## config.mk

```make
export PLATFORM = sky130hd
export DESIGN_NAME = fwd_scoreboard_u
export DESIGN_NICKNAME = d
export VERILOG_FILES = /design/src/rtl/fwd_scoreboard_u.sv
export SDC_FILE = /design/constraint.sdc
export NUM_CORES = 1
export LEC_CHECK = 0
export ABC_AREA = 1
export CAP_MARGIN = 15
export CORE_ASPECT_RATIO = 1.4
export CORE_MARGIN = 4
export CORE_UTILIZATION = 25
export CTS_CLUSTER_DIAMETER = 40
export CTS_CLUSTER_SIZE = 24
export DETAILED_ROUTE_END_ITERATION = 8
export SLEW_MARGIN = 20
export SYNTH_ARGS = -nofsm -noshare
export SYNTH_HDL_FRONTEND = slang
export SYNTH_SLANG_ARGS = --single-unit
export TNS_END_PERCENT = 20
```

## constraint.sdc

```tcl
create_clock -name clk -period 2.3 [get_ports clk]
set_input_delay 0.23 -clock clk [delete_from_list [all_inputs] [get_ports clk]]
set_output_delay 0.23 -clock clk [all_outputs]
set_load 0.005 [all_outputs]
```

## src/rtl/fwd_scoreboard_u.sv

```systemverilog
// Forwarding/hazard unit built on a shift register of in-flight register writers.
// Produces per-source forward selects, a load-use stall and a saturating stall counter.
module fwd_scoreboard_u #(
    parameter int NUM_SRC = 2,
    parameter int DEPTH   = 3,
    parameter int REG_AW  = 5,
    parameter int SEL_W   = $clog2(DEPTH + 1),
    parameter int CNT_W   = 16,
    parameter int STG_W   = (DEPTH > 1) ? $clog2(DEPTH) : 1
) (
    input  logic                       clk,
    input  logic                       rst_n,
    input  logic                       issue_valid,
    input  logic                       issue_wr_n,
    input  logic [REG_AW-1:0]          issue_rd,
    input  logic [STG_W-1:0]           issue_rdy_stg,
    input  logic [NUM_SRC*REG_AW-1:0]  rs,
    input  logic [NUM_SRC-1:0]         rs_used,
    input  logic                       freeze,
    input  logic                       flush,
    output logic [NUM_SRC*SEL_W-1:0]   fwd_sel,
    output logic                       hazard_stall,
    output logic [CNT_W-1:0]           stall_cycles
);

    logic [DEPTH-1:0]  v;
    logic [REG_AW-1:0] rd     [DEPTH];
    logic [STG_W-1:0]  rs_stg [DEPTH];

    logic [NUM_SRC-1:0] stall_req;
    logic [REG_AW-1:0]  src;
    logic               found;
    logic               issue_take;

    // Handshake: the ID instruction is accepted into entry 0 on a rising edge
    // when issue_valid && !hazard_stall && !flush && !freeze; otherwise entry 0
    // receives a bubble (or holds, under freeze).
    assign issue_take = issue_valid && !hazard_stall && !flush && !issue_wr_n
                        && (issue_rd != '0);

    always_comb begin
        fwd_sel   = '0;
        stall_req = '0;
        src       = '0;
        found     = 1'b0;
        for (int k = 0; k < NUM_SRC; k++) begin
            src   = rs[k*REG_AW +: REG_AW];
            found = 1'b0;
            // Scan youngest first so older writers of the same register are shadowed.
            for (int i = 0; i < DEPTH; i++) begin
                if (!found && rs_used[k] && (src != '0) && v[i] && (rd[i] == src)) begin
                    found = 1'b1;
                    if (i >= int'(rs_stg[i]))
                        fwd_sel[k*SEL_W +: SEL_W] = SEL_W'(i + 1);
                    else
                        stall_req[k] = 1'b1;
                end
            end
        end
    end

    assign hazard_stall = (|stall_req) && !flush;

    always_ff @(posedge clk or negedge rst_n) begin
        if (!rst_n) begin
            v <= '0;
            for (int i = 0; i < DEPTH; i++) begin
                rd[i]     <= '0;
                rs_stg[i] <= '0;
            end
        end else if (freeze) begin
            // A flushed ID instruction must not survive a frozen cycle in entry 0.
            if (flush)
                v[0] <= 1'b0;
        end else begin
            for (int i = DEPTH - 1; i >= 1; i--) begin
                v[i]      <= v[i-1];
                rd[i]     <= rd[i-1];
                rs_stg[i] <= rs_stg[i-1];
            end
            v[0]      <= issue_take;
            rd[0]     <= issue_take ? issue_rd : '0;
            rs_stg[0] <= issue_take ? issue_rdy_stg : '0;
        end
    end

    always_ff @(posedge clk or negedge rst_n) begin
        if (!rst_n)
            stall_cycles <= '0;
        else if (hazard_stall && !freeze && (stall_cycles != '1))
            stall_cycles <= stall_cycles + 1'b1;
    end

endmodule

```

# Word level (Yosys, flattened, before mapping)
# Cells that the tools add are included.
# totals
inputBits	25
output_inout_bits	21
word_cells	92
register_bits	40
# op_classes
magnitude_cmp	3
mux	30
reduce_logical	41
n_addsub	1
n_eq_ne	8
# ops
cell	count
equality test 5 bit	6
logical AND 1 bit	29
2-to-1 mux 2 bit	11
2-to-1 mux 1 bit	18
adder 16 x 1 -> 16 bit, second input constant	1
!= test 16 bit, second input constant	1
nonzero test 5 bit	3
zero test 1 bit	8
2-to-1 mux 5 bit	1
greater-or-equal comparator 1 x 2 -> 1 bit, first input constant	2
greater-or-equal comparator 2 bit, first input constant	1
!= test 2 x 1 -> 1 bit, second input constant	1
OR reduction 2 bit	1

# Depth between registers and ports, before layout
# Gate-level depths: netlist of run 1.
# logic_depth
word_depth	25
ltp_mapped	16
depth_no_buf	15

# Worst setup path before layout of run 1
# OpenSTA, ideal clock, no wires.
# synth_path
path_kind	register -> register
from	register stall_cycles[0]
to	register stall_cycles[2]
t_arrival_ns	1.729
t_required_ns	2.236
period_less_slack_ns	1.793
path_stages_with_launch	11
path_slack_ns	0.507
cell_sequence	dfrtp_1 -> ha_1 -> nand3_1 -> inv_1 -> nand3_1 -> nor4_4 -> inv_1 -> nand4_4 -> buf_6 -> nand2_1 -> nand2_2
# synth_between
elab_chain_len	2
word_cells_on_any_way	3
# synth_rtl
element	line_no	text
from (decl)	23	output logic [CNT_W-1:0] stall_cycles
from (signal assigned)	91	stall_cycles <= stall_cycles + 1'b1;
parallel branches: the longest is 2 deep, another holds adder 16 x 1 -> 16 bit	-	
# Several ways; the timed one is not identified.
# A chain may end at the register's enable or synchronous reset.

# Worst setup path in the final report of run 1
# layout_path
from	register rd[5] (netlist name)
to	output port fwd_sel[3]
# layout_between
elab_chain_len	9
word_cells_on_any_way	11
# layout_rtl
element	line_no	text
from (decl)	27	logic [REG_AW-1:0] rd [DEPTH];
from (signal, indexed assignment)	78	rd[i] <= rd[i-1];
equality test 5 bit (*)	51	if (!found && rs_used[k] && (src != '0) && v[i] && (rd[i] == src)) begin
logical AND 1 bit (*)	51	
2-to-1 mux 1 bit	51	
zero test 1 bit	51	
logical AND 1 bit (4 in a row)	51	
2-to-1 mux 2 bit (*)	51	
to (decl)	21	output logic [NUM_SRC*SEL_W-1:0] fwd_sel,
# Mark *: on every way between the ends. The rest lies on a longest branch, timed or not.

==> flow_metrics.env, run 1 <==
export IMPL_synth_area_top_cells="dfrtp_1 (38%), nand2_1 (22%), inv_1 (5.7%)"
export IMPL_max_slew_worst_pin_slew_ns=0.8996
export IMPL_cts_hold_fix_buffers=0
export IMPL_arrival_ns=1.99
export IMPL_status="completed"
export IMPL_clockRootBuffer="clkbuf_16"
export IMPL_avgSynthCellArea_sq_um=6.862
export IMPL_cts_buffers=5
export IMPL_r2r_cells=9
export IMPL_clk_path_buf_depth=2
export IMPL_yosys_area_top_type_share_pct=37.79
export IMPL_regArea_sq_um=1001
export IMPL_clkLatencyLatePin_ns=0.28
export IMPL_num_fill_cells=1163
export IMPL_ir_worst_vdd_mv=0.2481
export IMPL_layout_setup_ws_ns=0.08345
export IMPL_cp_max_fo=4
export IMPL_gp_congestion=0.9114
export IMPL_clock_sinks=40
export IMPL_dp_hpwl_um=5587
export IMPL_drc=0
export IMPL_ant_nets=0
export IMPL_stdcell_area_sq_um=3530
export IMPL_fp_dieW_um=95.00
export IMPL_switching_share_pct=24.08
export IMPL_h_tree_depth=2
export IMPL_pre_cts_ws_ns=-0.1751
export IMPL_power_frac_seq_pct=45.8
export IMPL_power_frac_comb_pct=12.1
export IMPL_fmax_ghz=0.4512
export IMPL_antennaDiodeCount=0
export IMPL_antenna_found_initial=0
export IMPL_grt_max_degree=41
export IMPL_end_kind="output pin"
export IMPL_startpoint_type="register"
export IMPL_grt_pass1_vias=2602
export IMPL_multi_input_area_sq_um=1474
export IMPL_overflow=0
export IMPL_fp_row_count=44
export IMPL_p_clk_share_pct=42.2
export IMPL_core_sq_um=10350
export IMPL_synth_main_ff_cell="dfrtp_1"
export IMPL_yosysWarnings=0
export IMPL_synth_edff_count=0
export IMPL_timing_setup_tns_ns=0
export IMPL_hold_viol_final=0
export IMPL_syn_area_sq_um=2649
export IMPL_port_buffer_count=45
export IMPL_drive_gt1_share_pct=17.00
export IMPL_cap_violations=0
export IMPL_p_int_mw=1.236
export IMPL_routed_wl_um=7059
export IMPL_synth_cell_types=31
export IMPL_leakage_nw=1.740
export IMPL_startpoint="rd[5]"
export IMPL_io_pins=46
export IMPL_grt_usage_pct=12.57
export IMPL_finalClockSkew_ns=0.009366
export IMPL_yosysSeqAreaShare_pct=37.79
export IMPL_async_flop_share_pct=100.0
export IMPL_drt_pass1_iterations=4
export IMPL_min_path_type="in -> async"
export IMPL_synth_fp_nets=412
export IMPL_nNetsFinal=472
export IMPL_cp_required_ns=2.07
export IMPL_synth_top_cell_by_area="dfrtp_1"
export IMPL_dieHeight_um=129.8
export IMPL_initial_core_util_pct=25.59
export IMPL_cts_tree="built"
export IMPL_crit_type="reg -> out"
export IMPL_slew_viol_final=0
export IMPL_initialDrtViolationCount=110
export IMPL_path_clk_slew_ns=0.06
export IMPL_ys_top_cells_by_count="nand2_1 (158), dfrtp_1 (40), inv_1 (40)"
export IMPL_r2r_end="stall_cycles[14]"
export IMPL_timing_rr_start="stall_cycles[0]"
export IMPL_power_switching_uw=391.8
export IMPL_relSlewSlack_pct=40.03
export IMPL_synth_ff_latch_count=40
export IMPL_reg2reg_setup_slack_ns=0.24
export IMPL_die_area_sq_um=12330
export IMPL_final_min_clock_period_ns=2.217
export IMPL_setup_viol=0
export IMPL_routedWlPerCell_um=12.07
export IMPL_post_synth_top_count_cell="nand2_1"
export IMPL_vias_per_cell=4.354
export IMPL_grt_pass1_wl_um=12330
export IMPL_syn2layout_area_growth_pct=33.25
export IMPL_syn_instance_count=386
export IMPL_finalCritPeriodShare_pct=96.37
export IMPL_pwr_density_cell_nw_per_um2=461.1
export IMPL_rsz0062_at_grt="yes"
export IMPL_num_vias=2547
export IMPL_placed_cell_area_sq_um=3331
worst max-delay path, cell delays in order, from the launching register on:
cell	delay (ns)
dfrtp_1	0.39
inv_1	0.09
nand2_1	0.06
nand2_1	0.05
nor2_1	0.11
nand2_1	0.11
nor2_4	0.16
nand3_2	0.10
o21ai_2	0.14
clkdlybuf4s50_1	0.52
worst max-delay path by stage:
stage,cells after the start,to
after floorplan,10,stall_cycles[2]
after global placement,14,hazard_stall
after detailed placement,14,hazard_stall
after CTS,10,fwd_sel[1]
after global routing,10,fwd_sel[2]
final,9,fwd_sel[3]
layout by cell type (no fill, tap or decap):
master	n
nand3_1	16
buf_4	13
clkbuf_16	5
nor2_8	1
and3_1	1
nand3_2	4
o211ai_1	2
nor3_1	2
nand2_2	21
o21ai_1	3
nor2_4	3
ha_1	1
xor2_1	12
clkbuf_1	2
nand3_4	2
xnor2_1	3
nor4_4	1
clkbuf_8	1
clkdlybuf4s50_1	32
o21bai_1	1
o21ai_0	19
dlygate4sd2_1	10
o21ai_2	2
o31ai_1	1
dlymetal6s2s_1	2
nor2_1	24
nand4_1	2
nand4_4	1
nand3b_1	1
inv_1	36
nand2_1	157
a21oi_1	1
buf_2	1
inv_2	12
nor2_2	8
nor4_1	3
dfrtp_1	40
buf_12	1
per-layer routing:
metal / track usage [%] / vias up / part of all wire [%]
li1: - / 1308 / -
met1: 15.53 / 1161 / 44
met2: 21.59 / 67 / 50
met3: 2.999 / 11 / 4.9
met4: 3.738 / 0 / 1.8
met5: 0 / - / 0
kinds of logic (layout without fill, tap and decap cells):
group                    after synthesis  in the layout  share of synthesized area (%)
AND/OR/NAND/NOR                      247            247                          42.37
buffers and inverters                 54            115                          8.550
flip-flops                            40             40                          37.79
AO/OA/AOI/OAI                         29             29                          5.857
XOR/XNOR                              15             15                          4.960
adder cells (fa/ha/maj)                1              1                         0.4723
what timing repair did:
action | 4_1_cts | 5_1_grt
pin swaps | 4 | 4
cloned | 0 | 0
buffers inserted | 0 | 1
setup endpoints to repair | 5 | 5
gates resized for setup | 15 | 18
power groups by stage:
stage          Clock (mW)  Combinational (mW)  Sequential (mW)
2_1_floorplan           0              0.0970            0.751
3_3_place_gp            0               0.197            0.756
3_5_place_dp            0               0.198            0.757
4_1_cts             0.714               0.194            0.744
5_1_grt             0.740               0.226            0.748
6_report            0.686               0.197            0.745
sequential cells by signal, summed over array words and instances (netlist names):
name and count:
v 3, rs_stg 6, rd 15, stall_cycles 16
final cells by class:
cell class                 instances  share of cell area, %
timing repair buffer              59                  15.74
sequential                        40                  28.36
inverter                          48                  5.105
tap                              138                  4.892
multi-input combinational        292                  41.76
clock buffer                       8                  4.147
through the flow:
stage	cells	total power [mW]	hold slack, ns	utilization (%)
3_3_place_gp	576	0.9530	0.4177	32.18
6_report	585	1.627	0.08069	34.10
5_1_grt	585	1.715	0.1708	34.10
3_5_place_dp	576	0.9549	0.4243	32.18
2_1_floorplan	386	0.8479	-0.06559	-
4_1_cts	584	1.653	0.1234	33.56
Power figures use the tool's default switching activity.
==> run 2: changes to the inputs <==
CAP_MARGIN = not set   (was 15)
clock period = 2.6 ns   (was 2.3 ns; I/O delays follow)
==> run 2 against run 1 <==
Net effect:
- non-clock buffer count down 10
- wire length up 1.7%
- flip-flop and latch count is the same
- critical path depth increased by 3
- critical path type unchanged
- highest routed layer unchanged
==> flow_metrics.env, run 2 (same netlist as run 1, synthesis figures left out) <==
export IMPL_drc=0
export IMPL_layout_common_cells="nand2_1 (158), inv_1 (40), dfrtp_1 (39), clkdlybuf4s50_1 (35), nor2_1 (28)"
export IMPL_power_switching_uw=347.5
export IMPL_routed_wl_um=7179
export IMPL_switching_share_pct=24.76
export IMPL_finalClockSkew_ns=0.005697
export IMPL_fin_util_pct=33.05
export IMPL_fp_row_count=44
export IMPL_drt_pass1_iterations=4
export IMPL_rsz0062_at_grt="no"
export IMPL_end_kind="output pin"
export IMPL_largest_reg_flops=16
export IMPL_num_vias=2559
export IMPL_antennaDiodeCount=0
export IMPL_pre_cts_ws_ns=0.03827
export IMPL_io_pins=46
export IMPL_h_tree_depth=2
export IMPL_pwr_density_cell_nw_per_um2=410.4
export IMPL_nNetsFinal=462
export IMPL_min_path_type="in -> async"
export IMPL_p_int_mw=1.056
export IMPL_dp_hpwl_um=5543
export IMPL_gp_congestion=0.9407
export IMPL_startpoint_type="register"
export IMPL_finalCritPeriodShare_pct=94.56
export IMPL_cts_hold_fix_buffers=0
export IMPL_top_register="stall_cycles"
export IMPL_core_sq_um=10350
export IMPL_dieHeight_um=129.8
export IMPL_slew_viol_final=0
export IMPL_path_clk_slew_ns=0.06
export IMPL_initial_core_util_pct=25.59
export IMPL_grt_pass1_vias=2569
export IMPL_setup_viol=0
export IMPL_cp_required_ns=2.34
export IMPL_p_clk_share_pct=41.1
export IMPL_stdcell_count=574
export IMPL_layout_setup_ws_ns=0.1413
export IMPL_dp_cells=565
export IMPL_clock_sinks=40
export IMPL_stdcell_area_sq_um=3421
export IMPL_drive_gt1_share_pct=12.39
export IMPL_routedWlPerCell_um=12.51
export IMPL_timing_setup_tns_ns=0
export IMPL_antenna_found_initial=0
export IMPL_vias_per_cell=4.458
export IMPL_arrival_ns=2.20
export IMPL_cts_buffers=5
export IMPL_placed_cell_area_sq_um=3236
export IMPL_cts_tree="built"
export IMPL_port_buffer_count=45
export IMPL_cp_max_fo=5
export IMPL_clk_path_buf_depth=2
export IMPL_relSlewSlack_pct=38.09
export IMPL_leakage_nw=1.705
export IMPL_fmax_ghz=0.4067
export IMPL_ant_nets=0
export IMPL_final_min_clock_period_ns=2.459
export IMPL_clockRootBuffer="clkbuf_16"
export IMPL_status="completed"
export IMPL_fp_dieW_um=95.00
export IMPL_initialDrtViolationCount=93
export IMPL_crit_type="reg -> out"
export IMPL_grt_max_degree=41
export IMPL_grt_pass1_wl_um=12140
export IMPL_clkLatencyLatePin_ns=0.28
export IMPL_power_frac_comb_pct=11.9
export IMPL_die_area_sq_um=12330
export IMPL_grt_usage_pct=12.57
export IMPL_overflow=0
export IMPL_final_common_cell="nand2_1"
export IMPL_power_frac_seq_pct=47.0
export IMPL_hold_viol_final=0
export IMPL_largest_registers="stall_cycles (16), rd (15), rs_stg (6)"
export IMPL_syn2layout_area_growth_pct=29.15
export IMPL_cap_violations=0
export IMPL_ir_worst_vdd_mv=0.2618
export IMPL_max_slew_worst_pin_slew_ns=0.9286
## run 2: changes by cell type in the layout (fill, tap and decap cells not counted), sizes merged
cell	before	now
clkdlybuf4s50	32	35
dlygate4sd2	10	0
buf	15	5
clkbuf	8	6
clkinv	0	1
dlymetal6s2s	2	9
## run 2: layout make-up
cell class	instances	area, sq um
Clock inverter	1	5.005
Fill cell	1151	6929
Multi-Input combinational cell	292	1434
Timing Repair Buffer	49	498.0
Sequential cell	40	1002
Tap cell	138	172.7
Clock buffer	6	128.9
Inverter	48	180.2
## run 2: worst max-delay path, cell delays in order (launching register included)
cell	delay, ns
dfrtp_1	0.43
nand2_1	0.12
nand2_1	0.05
nor2_1	0.09
nand2_1	0.10
nor2_2	0.16
nand3_1	0.11
nand2_1	0.10
nand2_2	0.06
nand3_4	0.08
nand2_1	0.06
inv_1	0.06
clkdlybuf4s50_1	0.49
## run 2: through the flow
step / hold slack, ns / total power, mW
after floorplan: -0.03559 / 0.7501
after detailed placement: 0.4538 / 0.8368
after global placement: 0.4440 / 0.8356
after global routing: 0.2025 / 1.476
after CTS: 0.1604 / 1.421
final: 0.1182 / 1.404
## run 2: power groups by stage
| stage | Clock [mW] | Sequential, mW | Combinational (mW) |
|---|---|---|---|
| 4_1_cts | 0.594 | 0.659 | 0.168 |
| 2_1_floorplan | 0 | 0.664 | 0.0858 |
| 3_3_place_gp | 0 | 0.670 | 0.166 |
| 6_report | 0.577 | 0.659 | 0.167 |
| 5_1_grt | 0.623 | 0.661 | 0.191 |
| 3_5_place_dp | 0 | 0.670 | 0.167 |
## run 2: path summary, 6_finish.rpt
path,start,to,slack [ns],cells after the start
min in group clk,rs_stg[2],rs_stg[0],0.47,2
min,rst_n,stall_cycles[0],0.12,1
max,rd[9],hazard_stall,0.14,12
max in group asynchronous,rst_n,rd[7],1.84,1
max reg2reg,rd[9],stall_cycles[11],0.53,14
min reg2reg,rs_stg[2],rs_stg[0],0.47,2
## run 2: per-layer routing
layer	GRT usage, %	vias to the layer above	part of all wire (%)
met1	14.89	1177	43
met2	21.26	78	48
met5	0	-	0
met4	5.098	0	2.8
li1	-	1284	-
met3	3.576	20	6.2
## run 2: repair_timing
item / CTS / global route
endpoints found under the setup margin: 0 / 2
gates resized for setup: 0 / 14
buffers inserted: 0 / 2
